===== src/rtl/vga_pkg.sv =====
// Shared definitions for the VGA sync path: count widths, default 640x480@60 timing
// and the vertical-region encoding.
package vga_pkg;

  localparam int unsigned CNT_W  = 10;
  localparam int unsigned FCNT_W = 8;

  localparam int unsigned DEF_H_ACTIVE = 640;
  localparam int unsigned DEF_H_FP     = 16;
  localparam int unsigned DEF_H_SYNC   = 96;
  localparam int unsigned DEF_H_BP     = 48;
  localparam int unsigned DEF_V_ACTIVE = 480;
  localparam int unsigned DEF_V_FP     = 10;
  localparam int unsigned DEF_V_SYNC   = 2;
  localparam int unsigned DEF_V_BP     = 33;

  typedef enum logic [1:0] {
    VS_ACTIVE = 2'd0,
    VS_FRONT  = 2'd1,
    VS_SYNC   = 2'd2,
    VS_BACK   = 2'd3
  } vstate_e;

  // Expected successor of a vertical region within a well-formed frame.
  function automatic vstate_e vstate_next(input vstate_e s);
    case (s)
      VS_ACTIVE: vstate_next = VS_FRONT;
      VS_FRONT:  vstate_next = VS_SYNC;
      VS_SYNC:   vstate_next = VS_BACK;
      default:   vstate_next = VS_ACTIVE;
    endcase
  endfunction

endpackage


===== src/rtl/vga_region_decode.sv =====
// Combinational map from raw (h,v) counts to sync levels, active window,
// vertical region and an out-of-range indication.
module vga_region_decode
  import vga_pkg::*;
#(
  parameter int unsigned H_ACTIVE = DEF_H_ACTIVE,
  parameter int unsigned H_FP     = DEF_H_FP,
  parameter int unsigned H_SYNC   = DEF_H_SYNC,
  parameter int unsigned H_BP     = DEF_H_BP,
  parameter int unsigned V_ACTIVE = DEF_V_ACTIVE,
  parameter int unsigned V_FP     = DEF_V_FP,
  parameter int unsigned V_SYNC   = DEF_V_SYNC,
  parameter int unsigned V_BP     = DEF_V_BP
) (
  input  logic [CNT_W-1:0] h,
  input  logic [CNT_W-1:0] v,
  output logic             hsync_n_c,
  output logic             vsync_n_c,
  output logic             active_c,
  output vstate_e          vregion_c,
  output logic             out_of_range_c
);

  localparam int unsigned H_SS_I  = H_ACTIVE + H_FP;
  localparam int unsigned H_SE_I  = H_SS_I + H_SYNC;
  localparam int unsigned H_TOT_I = H_SE_I + H_BP;
  localparam int unsigned V_SS_I  = V_ACTIVE + V_FP;
  localparam int unsigned V_SE_I  = V_SS_I + V_SYNC;
  localparam int unsigned V_TOT_I = V_SE_I + V_BP;

  localparam logic [CNT_W-1:0] H_ACT = CNT_W'(H_ACTIVE);
  localparam logic [CNT_W-1:0] H_SS  = CNT_W'(H_SS_I);
  localparam logic [CNT_W-1:0] H_SE  = CNT_W'(H_SE_I);
  localparam logic [CNT_W-1:0] H_TOT = CNT_W'(H_TOT_I);
  localparam logic [CNT_W-1:0] V_ACT = CNT_W'(V_ACTIVE);
  localparam logic [CNT_W-1:0] V_SS  = CNT_W'(V_SS_I);
  localparam logic [CNT_W-1:0] V_SE  = CNT_W'(V_SE_I);
  localparam logic [CNT_W-1:0] V_TOT = CNT_W'(V_TOT_I);

  assign hsync_n_c      = !((h >= H_SS) && (h < H_SE));
  assign vsync_n_c      = !((v >= V_SS) && (v < V_SE));
  assign active_c       = (h < H_ACT) && (v < V_ACT);
  assign out_of_range_c = (h >= H_TOT) || (v >= V_TOT);

  always_comb begin
    vregion_c = VS_BACK;
    if (v < V_ACT)     vregion_c = VS_ACTIVE;
    else if (v < V_SS) vregion_c = VS_FRONT;
    else if (v < V_SE) vregion_c = VS_SYNC;
  end

endmodule


===== src/rtl/vga_sync_gen.sv =====
// Registered VGA sync/blanking stage with vertical-region tracking and sticky error flag.
// Optional frame counter port enabled by defining VGA_SYNC_FRAME_CNT_EN.
module vga_sync_gen
  import vga_pkg::*;
#(
  parameter int unsigned H_ACTIVE = DEF_H_ACTIVE,
  parameter int unsigned H_FP     = DEF_H_FP,
  parameter int unsigned H_SYNC   = DEF_H_SYNC,
  parameter int unsigned H_BP     = DEF_H_BP,
  parameter int unsigned V_ACTIVE = DEF_V_ACTIVE,
  parameter int unsigned V_FP     = DEF_V_FP,
  parameter int unsigned V_SYNC   = DEF_V_SYNC,
  parameter int unsigned V_BP     = DEF_V_BP
) (
  input  logic              clk,
  input  logic              rst,
  input  logic              pix_en,
  input  logic [CNT_W-1:0]  h_count,
  input  logic [CNT_W-1:0]  v_count,
  output logic              hsync,
  output logic              vsync,
  output logic              video_on,
  output logic [CNT_W-1:0]  x,
  output logic [CNT_W-1:0]  y,
  output logic              line_start,
  output logic              frame_start,
  output logic [1:0]        vstate,
`ifdef VGA_SYNC_FRAME_CNT_EN
  output logic [FCNT_W-1:0] frame_cnt,
`endif
  output logic              timing_err
);

  logic    hsync_n_c, vsync_n_c, active_c, out_of_range_c;
  vstate_e vregion_c;

  vga_region_decode #(
    .H_ACTIVE(H_ACTIVE), .H_FP(H_FP), .H_SYNC(H_SYNC), .H_BP(H_BP),
    .V_ACTIVE(V_ACTIVE), .V_FP(V_FP), .V_SYNC(V_SYNC), .V_BP(V_BP)
  ) u_decode (
    .h              (h_count),
    .v              (v_count),
    .hsync_n_c      (hsync_n_c),
    .vsync_n_c      (vsync_n_c),
    .active_c       (active_c),
    .vregion_c      (vregion_c),
    .out_of_range_c (out_of_range_c)
  );

  logic             hsync_q, hsync_d, vsync_q, vsync_d, video_on_q, video_on_d;
  logic [CNT_W-1:0] x_q, x_d, y_q, y_d;
  logic             line_start_q, line_start_d, frame_start_q, frame_start_d;
  logic             timing_err_q, timing_err_d, first_q, first_d;
  vstate_e          vstate_q, vstate_d;
`ifdef VGA_SYNC_FRAME_CNT_EN
  logic [FCNT_W-1:0] frame_cnt_q, frame_cnt_d;
`endif

  // Next-state: levels hold without pix_en; first valid sample after reset skips the sequence check.
  always_comb begin
    hsync_d       = hsync_q;
    vsync_d       = vsync_q;
    video_on_d    = video_on_q;
    x_d           = x_q;
    y_d           = y_q;
    line_start_d  = 1'b0;
    frame_start_d = 1'b0;
    timing_err_d  = timing_err_q;
    first_d       = first_q;
    vstate_d      = vstate_q;
`ifdef VGA_SYNC_FRAME_CNT_EN
    frame_cnt_d   = frame_cnt_q;
`endif
    if (pix_en) begin
      if (out_of_range_c) begin
        hsync_d      = 1'b1;
        vsync_d      = 1'b1;
        video_on_d   = 1'b0;
        x_d          = '0;
        y_d          = '0;
        timing_err_d = 1'b1;
      end else begin
        hsync_d       = hsync_n_c;
        vsync_d       = vsync_n_c;
        video_on_d    = active_c;
        x_d           = active_c ? h_count : '0;
        y_d           = active_c ? v_count : '0;
        line_start_d  = (h_count == '0);
        frame_start_d = (h_count == '0) && (v_count == '0);
        if (!first_q && (vregion_c != vstate_q) && (vregion_c != vstate_next(vstate_q)))
          timing_err_d = 1'b1;
        vstate_d      = vregion_c;
        first_d       = 1'b0;
`ifdef VGA_SYNC_FRAME_CNT_EN
        if (frame_start_d) frame_cnt_d = frame_cnt_q + FCNT_W'(1);
`endif
      end
    end
  end

  always_ff @(posedge clk) begin
    if (rst) begin
      hsync_q       <= 1'b1;
      vsync_q       <= 1'b1;
      video_on_q    <= 1'b0;
      x_q           <= '0;
      y_q           <= '0;
      line_start_q  <= 1'b0;
      frame_start_q <= 1'b0;
      timing_err_q  <= 1'b0;
      first_q       <= 1'b1;
      vstate_q      <= VS_ACTIVE;
`ifdef VGA_SYNC_FRAME_CNT_EN
      frame_cnt_q   <= '0;
`endif
    end else begin
      hsync_q       <= hsync_d;
      vsync_q       <= vsync_d;
      video_on_q    <= video_on_d;
      x_q           <= x_d;
      y_q           <= y_d;
      line_start_q  <= line_start_d;
      frame_start_q <= frame_start_d;
      timing_err_q  <= timing_err_d;
      first_q       <= first_d;
      vstate_q      <= vstate_d;
`ifdef VGA_SYNC_FRAME_CNT_EN
      frame_cnt_q   <= frame_cnt_d;
`endif
    end
  end

  assign hsync       = hsync_q;
  assign vsync       = vsync_q;
  assign video_on    = video_on_q;
  assign x           = x_q;
  assign y           = y_q;
  assign line_start  = line_start_q;
  assign frame_start = frame_start_q;
  assign vstate      = vstate_q;
  assign timing_err  = timing_err_q;
`ifdef VGA_SYNC_FRAME_CNT_EN
  assign frame_cnt   = frame_cnt_q;
`endif

endmodule


===== config.mk =====
export PLATFORM = sky130hd
export DESIGN_NAME = vga_sync_gen
export DESIGN_NICKNAME = d
export VERILOG_FILES = /design/src/rtl/vga_pkg.sv /design/src/rtl/vga_region_decode.sv /design/src/rtl/vga_sync_gen.sv
export SDC_FILE = /design/constraint.sdc
export NUM_CORES = 1
export LEC_CHECK = 0
export BUFFER_PORTS_ARGS = -buffer_cell sky130_fd_sc_hd__buf_2
export CAP_MARGIN = 40
export CORE_AREA = 2 2 42 83
export DETAILED_ROUTE_END_ITERATION = 6
export DIE_AREA = 0 0 44 85
export GPL_TIMING_DRIVEN = 0
export PLACE_DENSITY = 0.77
export SYNTH_ARGS = -nofsm -noshare
export SYNTH_HDL_FRONTEND = slang
export SYNTH_SLANG_ARGS = --single-unit

===== constraint.sdc =====
create_clock -name clk -period 1.51 [get_ports clk]
set_input_delay 0.151 -clock clk [delete_from_list [all_inputs] [get_ports clk]]
set_output_delay 0.151 -clock clk [all_outputs]
set_load 0.01 [all_outputs]

Word-level counts from Yosys, hierarchy flattened. Cells that the tools add are included.

$lt $le $gt $ge: 9. Equality and inequality tests: 4. Mux-type cells: 15. Bitwise gates (word level): 2. Reduce and logical (&&, ||, !) cells: 17.

Operator list (number): $mux W10 (4); $ge A10 B10 Y1 const B (3); $lt A10 B9 Y1 const B (3); $logic_not A10 Y1 (2); $lt A10 B10 Y1 const B (2); $ge A10 B9 Y1 const B (1); $mux W2 (4); $logic_and A1 B1 Y1 (6); $mux W1 (6); $pmux W2 S3 (1); $ne A2 B2 Y1 (2); $reduce_and A2 Y1 (2); $logic_not A1 Y1 (3); $reduce_or A3 Y1 (1); $eq A2 B1 Y1 const B (1); $eq A2 B2 Y1 const B (1); $logic_not A2 Y1 (1); $not A1 Y1 (2); $reduce_bool A2 Y1 (1); $logic_or A1 B1 Y1 (1).

Register bits: 29. Output and inout bits: 28. Logic and storage cells: 57.

Longest topological paths before layout. Gate-level depths: netlist (run 1).

Depth in word-level cells: 9. Gate-level depth with buffers: 6. Mapped depth without buffers: 6.

Hierarchy. From an unflattened synthesis (run 1), not the netlist that was laid out.

Cells, all modules: 154. Area, all modules: 1248.7 um2.

Modules (own cells, without submodules): vga_sync_gen (times used 1, cells an instance 134, area an instance 1117.3 um2); vga_region_decode (times used 1, cells an instance 20, area an instance 131.4 um2).

Worst setup path before layout (run 1). Ideal clock, no wire load.

Path kind: register to register. From: reg vstate_q[0] (netlist: vstate[0]). To: reg timing_err_q (netlist: timing_err). Library setup time: 82 ps. Arrival: 1533 ps. Setup slack: -105 ps. Cell stages (with the launch flop): 7. Buffers on the path: 0. Period minus slack after synthesis: 1615 ps. Cell sequence: dfxtp_1 > inv_1 > ha_1 > o32ai_1 > a2111oi_0 > o21ai_0 > o221ai_1.

Word-level cells in the longest chain between the ends: 8.

Ends and longest elaborated chain: from (decl) (RTL line vga_sync_gen.sv:54) `vstate_e vstate_q, vstate_d;`; from (signal assigned) (RTL line vga_sync_gen.sv:126) `vstate_q <= vstate_d;`; $eq A2 B2 Y1, or another cell as far along (RTL line vga_pkg.sv:26) `case (s)`; $pmux W2 S3 (RTL line vga_pkg.sv:26); $mux W2 (RTL line vga_sync_gen.sv:75) `if (out_of_range_c) begin`; $mux W2 (RTL line vga_sync_gen.sv:74) `if (pix_en) begin`; $ne A2 B2 Y1 (RTL line vga_sync_gen.sv:90) `if (!first_q && (vregion_c != vstate_q) && (vregion_c != vstate_next(vstate_q)))`; $logic_and A1 B1 Y1 * (RTL line vga_sync_gen.sv:90); $reduce_bool A2 Y1 (no line) *; $reduce_and A2 Y1 (no line) *; to (signal assigned) (RTL line vga_sync_gen.sv:124) `timing_err_q <= timing_err_d;`; to (decl) (RTL line vga_sync_gen.sv:53) `logic timing_err_q, timing_err_d, first_q, first_d;`.

Every way passes the cells marked *; elsewhere a longest branch is shown, timed or not. The select of a mux whose other input is x is not followed. A chain may end at the register's enable or synchronous reset.

Final worst setup path (run 1). Ends and elaborated chain as after synthesis.

==> results.toml, run 1 <==
[logic_synthesis]
ys_top_cells_by_area = "dfxtp_1 (46%), a22o_1 (13%), ha_1 (2.0%)"
synth_edf_count = 0
yosys.area.top_type = "dfxtp_1"
seq_area_frac_synth_pct = 46.35
synth_common_cells = "dfxtp_1 (29), a22o_1 (18), nor2_1 (5), inv_1 (4), nand2_1 (4)"
syn-cell-area_um2 = 1252
synth_seq_cells = 29
synth_cells = 116
yosysTopAreaCellShare_pct = 46.35
async_reset_ff_share_pct = 0
syn_nets = 141
synth.most_common_cell = "dfxtp_1"
syn_avg_cell_area_um2 = 10.80
synthFlopType = "dfxtp_1"
ys_warn_count = 0
synth_cell_types = 45

[hold_path]
hp-class = "in2reg"

[finish]
layout-drive-gt1-share_pct = 45.14
antenna_cells = 0
nets = 200
fin_cells = 206
area_growth_pct = 34.27

[sta]
worst_pin_slew_ns = 0.5849
final-hold-violation-count = 0
drv_slew = 0
fin_worst_skew_ns = 0.002972
setup_ws_ns = 0.03980
finalCriticalPeriod_ns = 1.470
slew_headroom_pct = 60.77
setup_viol = 0
finalCritPeriodShare_pct = 97.36
grt_setup_unrepaired = "yes"
timing.fmax_mhz = 680.2

[clocking]
cts_tree = "yes"
cts.sinks = 29
cts_root_buffer = "clkbuf_8"
clkLatencyLatePin_ns = 0.28
hold_buffers = 0
htreeDepth = 2
clk_pin_slew_ns = 0.06
clockBufferDepth = 2
cts_buffers = 5

[worst_setup_path]
worstPathRequired_ns = 1.71
cp_slowest_cell = "dfxtp_2"
path_cells = "inv_2, ha_1, nor2_1, nor3b_1, o31a_1, o221ai_1"
path_max_fanout = 4
critPathTopFamily = "compound AO/OA/AOI/OAI gates"
cp-start-kind = "flop"
critPathBufInv = 1
crit_type = "reg2reg"
crit_path_max_incr_delay_ns = 0.33
crit_arrival_ns = 1.67
end_kind = "flop"

[route]
ant_nets = 0
drtIter0Drc = 27
drcViolationCount = 0
wl_per_cell_um = 16.40
drt-vias-per-instance = 5.801
dr.pass1.iters = 4
wl_mm = 3.378
vias = 1195

[floorplan]
die-area_um2 = 3740
ioPinCount = 51
die_h_um = 85
coreArea_um2 = 3120
start_util_pct = 40.14
die_x_um = 44
rows = 29

[grt]
grt_first_pass_wirelength_mm = 5.340
grt_max_degree = 11
antenna_found_initial = 0
overflow = 0
grt_pass1_vias = 1222
grt_use_total_pct = 19.19

[power_and_ir_drop]
p_leak_nw = 0.7404
intPower_mw = 1.255
switchingPower_mw = 0.4196
power.share.switching_pct = 25.05
power.density_nw_per_um2 = 995.8
ir_worst_vdd_mv = 0.6927
comb_power_share_pct = 13.9
p_clk_share_pct = 38.0
p_seq_share_pct = 48.1
p_total_mw = 1.675

[place]
dp.cells = 196
pre_cts_ws_ns = -0.1592
portBuffers = 49
dp_hpwl_mm = 2.536
place_congestion = 0.8089

[run]
maxCapViolCount = 0

[run_status]
status = "completed"
==> registers in the layout (all words and copies together), names as in the netlist <==
register,cells
timing_err,1
y,10
x,10
line_start,1
vsync,1
vstate,2
video_on,1
first_q,1
hsync,1
frame_start,1
==> per-stage QoR <==
step	hold slack (ns)	TNS, ns	util (%)	area [um2]
6_report	0.1123	0	53.89	1682
5_1_grt	0.1109	-0.04379	53.89	1682
4_1_cts	0.1065	0	53.29	1663
3_5_place_dp	0.3935	-1.909	49.32	1539
3_3_place_gp	0.3894	-1.025	49.32	1539
2_1_floorplan	0.2836	0	-	1255
==> cells by family (layout without fill, tap and decap cells) <==
| family | Yosys count | after routing | share of synthesized area, % |
|---|---|---|---|
| compound gates | 38 | 38 | 26.48 |
| fa+ha+maj | 2 | 2 | 1.998 |
| buf+inv | 9 | 68 | 3.995 |
| flops | 29 | 29 | 46.35 |
| mux | 3 | 3 | 2.797 |
| simple gates | 35 | 35 | 18.38 |
==> power groups by stage <==
stage	registers (mW)	logic [mW]	clock network, mW
6_report	0.805	0.233	0.636
5_1_grt	0.807	0.255	0.695
4_1_cts	0.804	0.226	0.655
3_5_place_dp	0.823	0.212	0
3_3_place_gp	0.822	0.203	0
2_1_floorplan	0.833	0.104	0
==> layer usage <==
metal	up-vias	share of wire (%)	track usage, %
li1	574	-	-
met1	576	36	18.77
met2	34	56	32.49
met3	11	3.3	5.532
met4	0	4.3	13.77
met5	-	0	0
==> worst paths after layout <==
path / start / depth (start not counted) / end / slack [ns]
setup / recovery: vstate[0]$_SDFFE_PP0P_ / 6 / timing_err$_SDFFE_PP0P_ / 0.04
hold / removal: h_count[0] / 2 / x[0]$_SDFFE_PP0P_ / 0.11
setup reg to reg: vstate[0]$_SDFFE_PP0P_ / 6 / timing_err$_SDFFE_PP0P_ / 0.04
hold reg to reg: y[9]$_SDFFE_PP0P_ / 1 / y[9]$_SDFFE_PP0P_ / 0.46
==> worst register-to-register path, stage by stage (launching register included) <==
cell      delay (ns)
dfxtp_2         0.33
inv_2           0.06
ha_1            0.22
nor2_1          0.20
nor3b_1         0.08
o31a_1          0.33
o221ai_1        0.16
==> final cells by class <==
type                            instances  area (um2)
Sequential cell                        29       585.6
Fill cell                             285        1439
Clock buffer                            7       86.33
Tap cell                               31       38.79
Multi-Input combinational cell         78       650.6
Timing Repair Buffer                   52       267.8
Buffer                                  5       35.03
Inverter                                4       17.52
==> placed cells by master (no fill, tap or decap), types with 3 or more instances in the layout <==
cell type,netlist,layout
buf_2,1,50
buf_4,0,3
nand2_1,4,4
nor3_1,3,3
nor4_1,3,3
nand3_1,3,3
a22o_1,18,18
clkbuf_8,0,6
nor2_1,5,5
dfxtp_1,29,27
clkbuf_1,2,3
==> timing repair <==
item                       in CTS  in global routing
gates cloned                    0                  0
setup endpoints to repair       1                 11
pin swaps                       2                  3
buffers inserted                3                  0
resized for setup               3                  5
No activity file was read; power rests on OpenSTA's default activity.
==> run 2: changes to the inputs <==
--- a/config.mk
+++ b/config.mk
@@ -7,11 +7,12 @@
 export LEC_CHECK = 0
 export BUFFER_PORTS_ARGS = -buffer_cell sky130_fd_sc_hd__buf_2
 export CAP_MARGIN = 40
-export CORE_AREA = 2 2 42 83
+export CORE_AREA = 2 2 41 81
+export CTS_BUF_LIST = sky130_fd_sc_hd__clkbuf_4 sky130_fd_sc_hd__clkbuf_8
 export DETAILED_ROUTE_END_ITERATION = 6
-export DIE_AREA = 0 0 44 85
+export DIE_AREA = 0 0 43 83
 export GPL_TIMING_DRIVEN = 0
-export PLACE_DENSITY = 0.77
+export PLACE_DENSITY = 0.8
 export SYNTH_ARGS = -nofsm -noshare
 export SYNTH_HDL_FRONTEND = slang
 export SYNTH_SLANG_ARGS = --single-unit
==> run 2 against run 1 <==
Sequential power barely moved. Wire length down 1.4%. Combinational power rose by 2%. Critical path depth unchanged. Flip-flop and latch count did not move. Global-route usage up 0.85 points. Worst setup slack better by 0.012 ns. Clock-buffer cell count stayed put. Sequential share of layout area is 0.46 points lower. Cell count up 0.49%.
==> results.toml, run 2 (same netlist as run 1, synthesis figures left out) <==
[run_status]
status = "completed"

[grt]
busiest_layer = "met2"
grt_use_total_pct = 20.03
grt_pass1_vias = 1159
met1_usage_pct = 20.49
grtUsageMet2_pct = 34.57
met3_usage_pct = 5.870
grt_max_degree = 11
antenna_found_initial = 0
grt_first_pass_wirelength_mm = 5.457
overflow = 0

[route]
wl_per_cell_um = 16.10
dr.pass1.iters = 4
ant_nets = 0
vias = 1176
drt-vias-per-instance = 5.681
drcViolationCount = 0
drtIter0Drc = 24
wl_mm = 3.332

[worst_setup_path]
path_cells = "inv_2, ha_4, buf_4, nor3b_1, o31a_1, o221ai_1"
worstPathRequired_ns = 1.71
path_max_fanout = 3
critPathBufInv = 2
crit_path_max_incr_delay_ns = 0.36
cp-start-kind = "flop"
critPathTopFamily = "compound AO/OA/AOI/OAI gates"
cp_slowest_cell = "dfxtp_4"
crit_arrival_ns = 1.66
end_kind = "flop"
crit_type = "reg2reg"

[sta]
fin_worst_skew_ns = 0.002075
tns_ns = 0
finalCriticalPeriod_ns = 1.459
worst_pin_slew_ns = 0.5420
finalCritPeriodShare_pct = 96.59
grt_setup_unrepaired = "yes"
slew_headroom_pct = 63.65
final-hold-violation-count = 0
drv_slew = 0
timing.fmax_mhz = 685.6
finalHoldWorstSlack_ns = 0.1196
setup_viol = 0

[power_and_ir_drop]
ir_worst_vdd_mv = 0.7945
p_leak_nw = 0.7549
power.density_nw_per_um2 = 1009

[floorplan]
die_x_um = 43
die_h_um = 83
die-area_um2 = 3569
rows = 28
ioPinCount = 51
coreArea_um2 = 2943
start_util_pct = 42.56

[clocking]
cts_buffers = 5
cts.sinks = 29
htreeDepth = 2
clk_pin_slew_ns = 0.06
cts_tree = "yes"
clockBufferDepth = 2
cts_root_buffer = "clkbuf_8"
clkLatencyLatePin_ns = 0.28

[place]
dp_hpwl_mm = 2.494
dp.cells = 195
place_congestion = 0.7625
portBuffers = 49

[finish]
antenna_cells = 0
final_cell_mix = "buf_2 (50), dfxtp_1 (27), a22o_1 (18)"
layout-drive-gt1-share_pct = 46.33
fin_util_pct = 58.16
nets = 201
area_growth_pct = 36.66
fin_cells = 207
layout_commonest_cell = "buf_2"

[hold_path]
hp-class = "in2reg"

[run]
maxCapViolCount = 0
## run 2: cell type report
type | instances | area, um2
clock buffer | 7 | 96.34
sequential | 29 | 588.1
tap | 30 | 37.54
fill | 271 | 1231
buffer | 5 | 35.03
multi-input combinational | 78 | 650.6
inverter | 4 | 20.02
timing repair buffer | 53 | 279.0
clock inverter | 1 | 5.005
## run 2: stage by stage
stage          setup WS (ns)  area (um2)  power [mW]
3_3_place_gp         -0.1339        1538       1.024
2_1_floorplan        0.02272        1255      0.9371
6_report             0.05150        1712       1.728
3_5_place_dp         -0.1624        1538       1.034
4_1_cts              0.01462        1672       1.724
5_1_grt             -0.01599        1712       1.814
## run 2: where the power goes
| part | switching (mW) | total, mW | internal [mW] |
|---|---|---|---|
| Sequential | 0.0149 | 0.804 | 0.789 |
| Combinational | 0.130 | 0.237 | 0.107 |
| Clock | 0.276 | 0.686 | 0.411 |
| Total | 0.421 | 1.73 | 1.31 |
## run 2: metal layers
metal / wire, um / vias up
li1: - / 576
met1: 1208 / 558
met2: 1878 / 31
met3: 131 / 11
met4: 113 / 0
met5: 0 / -
## run 2: what timing repair did
item / CTS / global route
setup endpoints to repair: 1 / 1
buffers inserted: 2 / 2
gates cloned: 0 / 0
hold buffers: 0 / 0
resized for setup: 4 / 8
pin swaps: 2 / 3
hold endpoints to repair: 0 / 0
## run 2: path summary, 6_finish.rpt
path / startpoint / to / slack [ns] / cells past startpoint
max: vstate[1]$_SDFFE_PP0P_ / timing_err$_SDFFE_PP0P_ / 0.05 / 6
min: h_count[2] / x[2]$_SDFFE_PP0P_ / 0.12 / 2
max reg2reg: vstate[1]$_SDFFE_PP0P_ / timing_err$_SDFFE_PP0P_ / 0.05 / 6
min reg2reg: y[9]$_SDFFE_PP0P_ / y[9]$_SDFFE_PP0P_ / 0.45 / 1
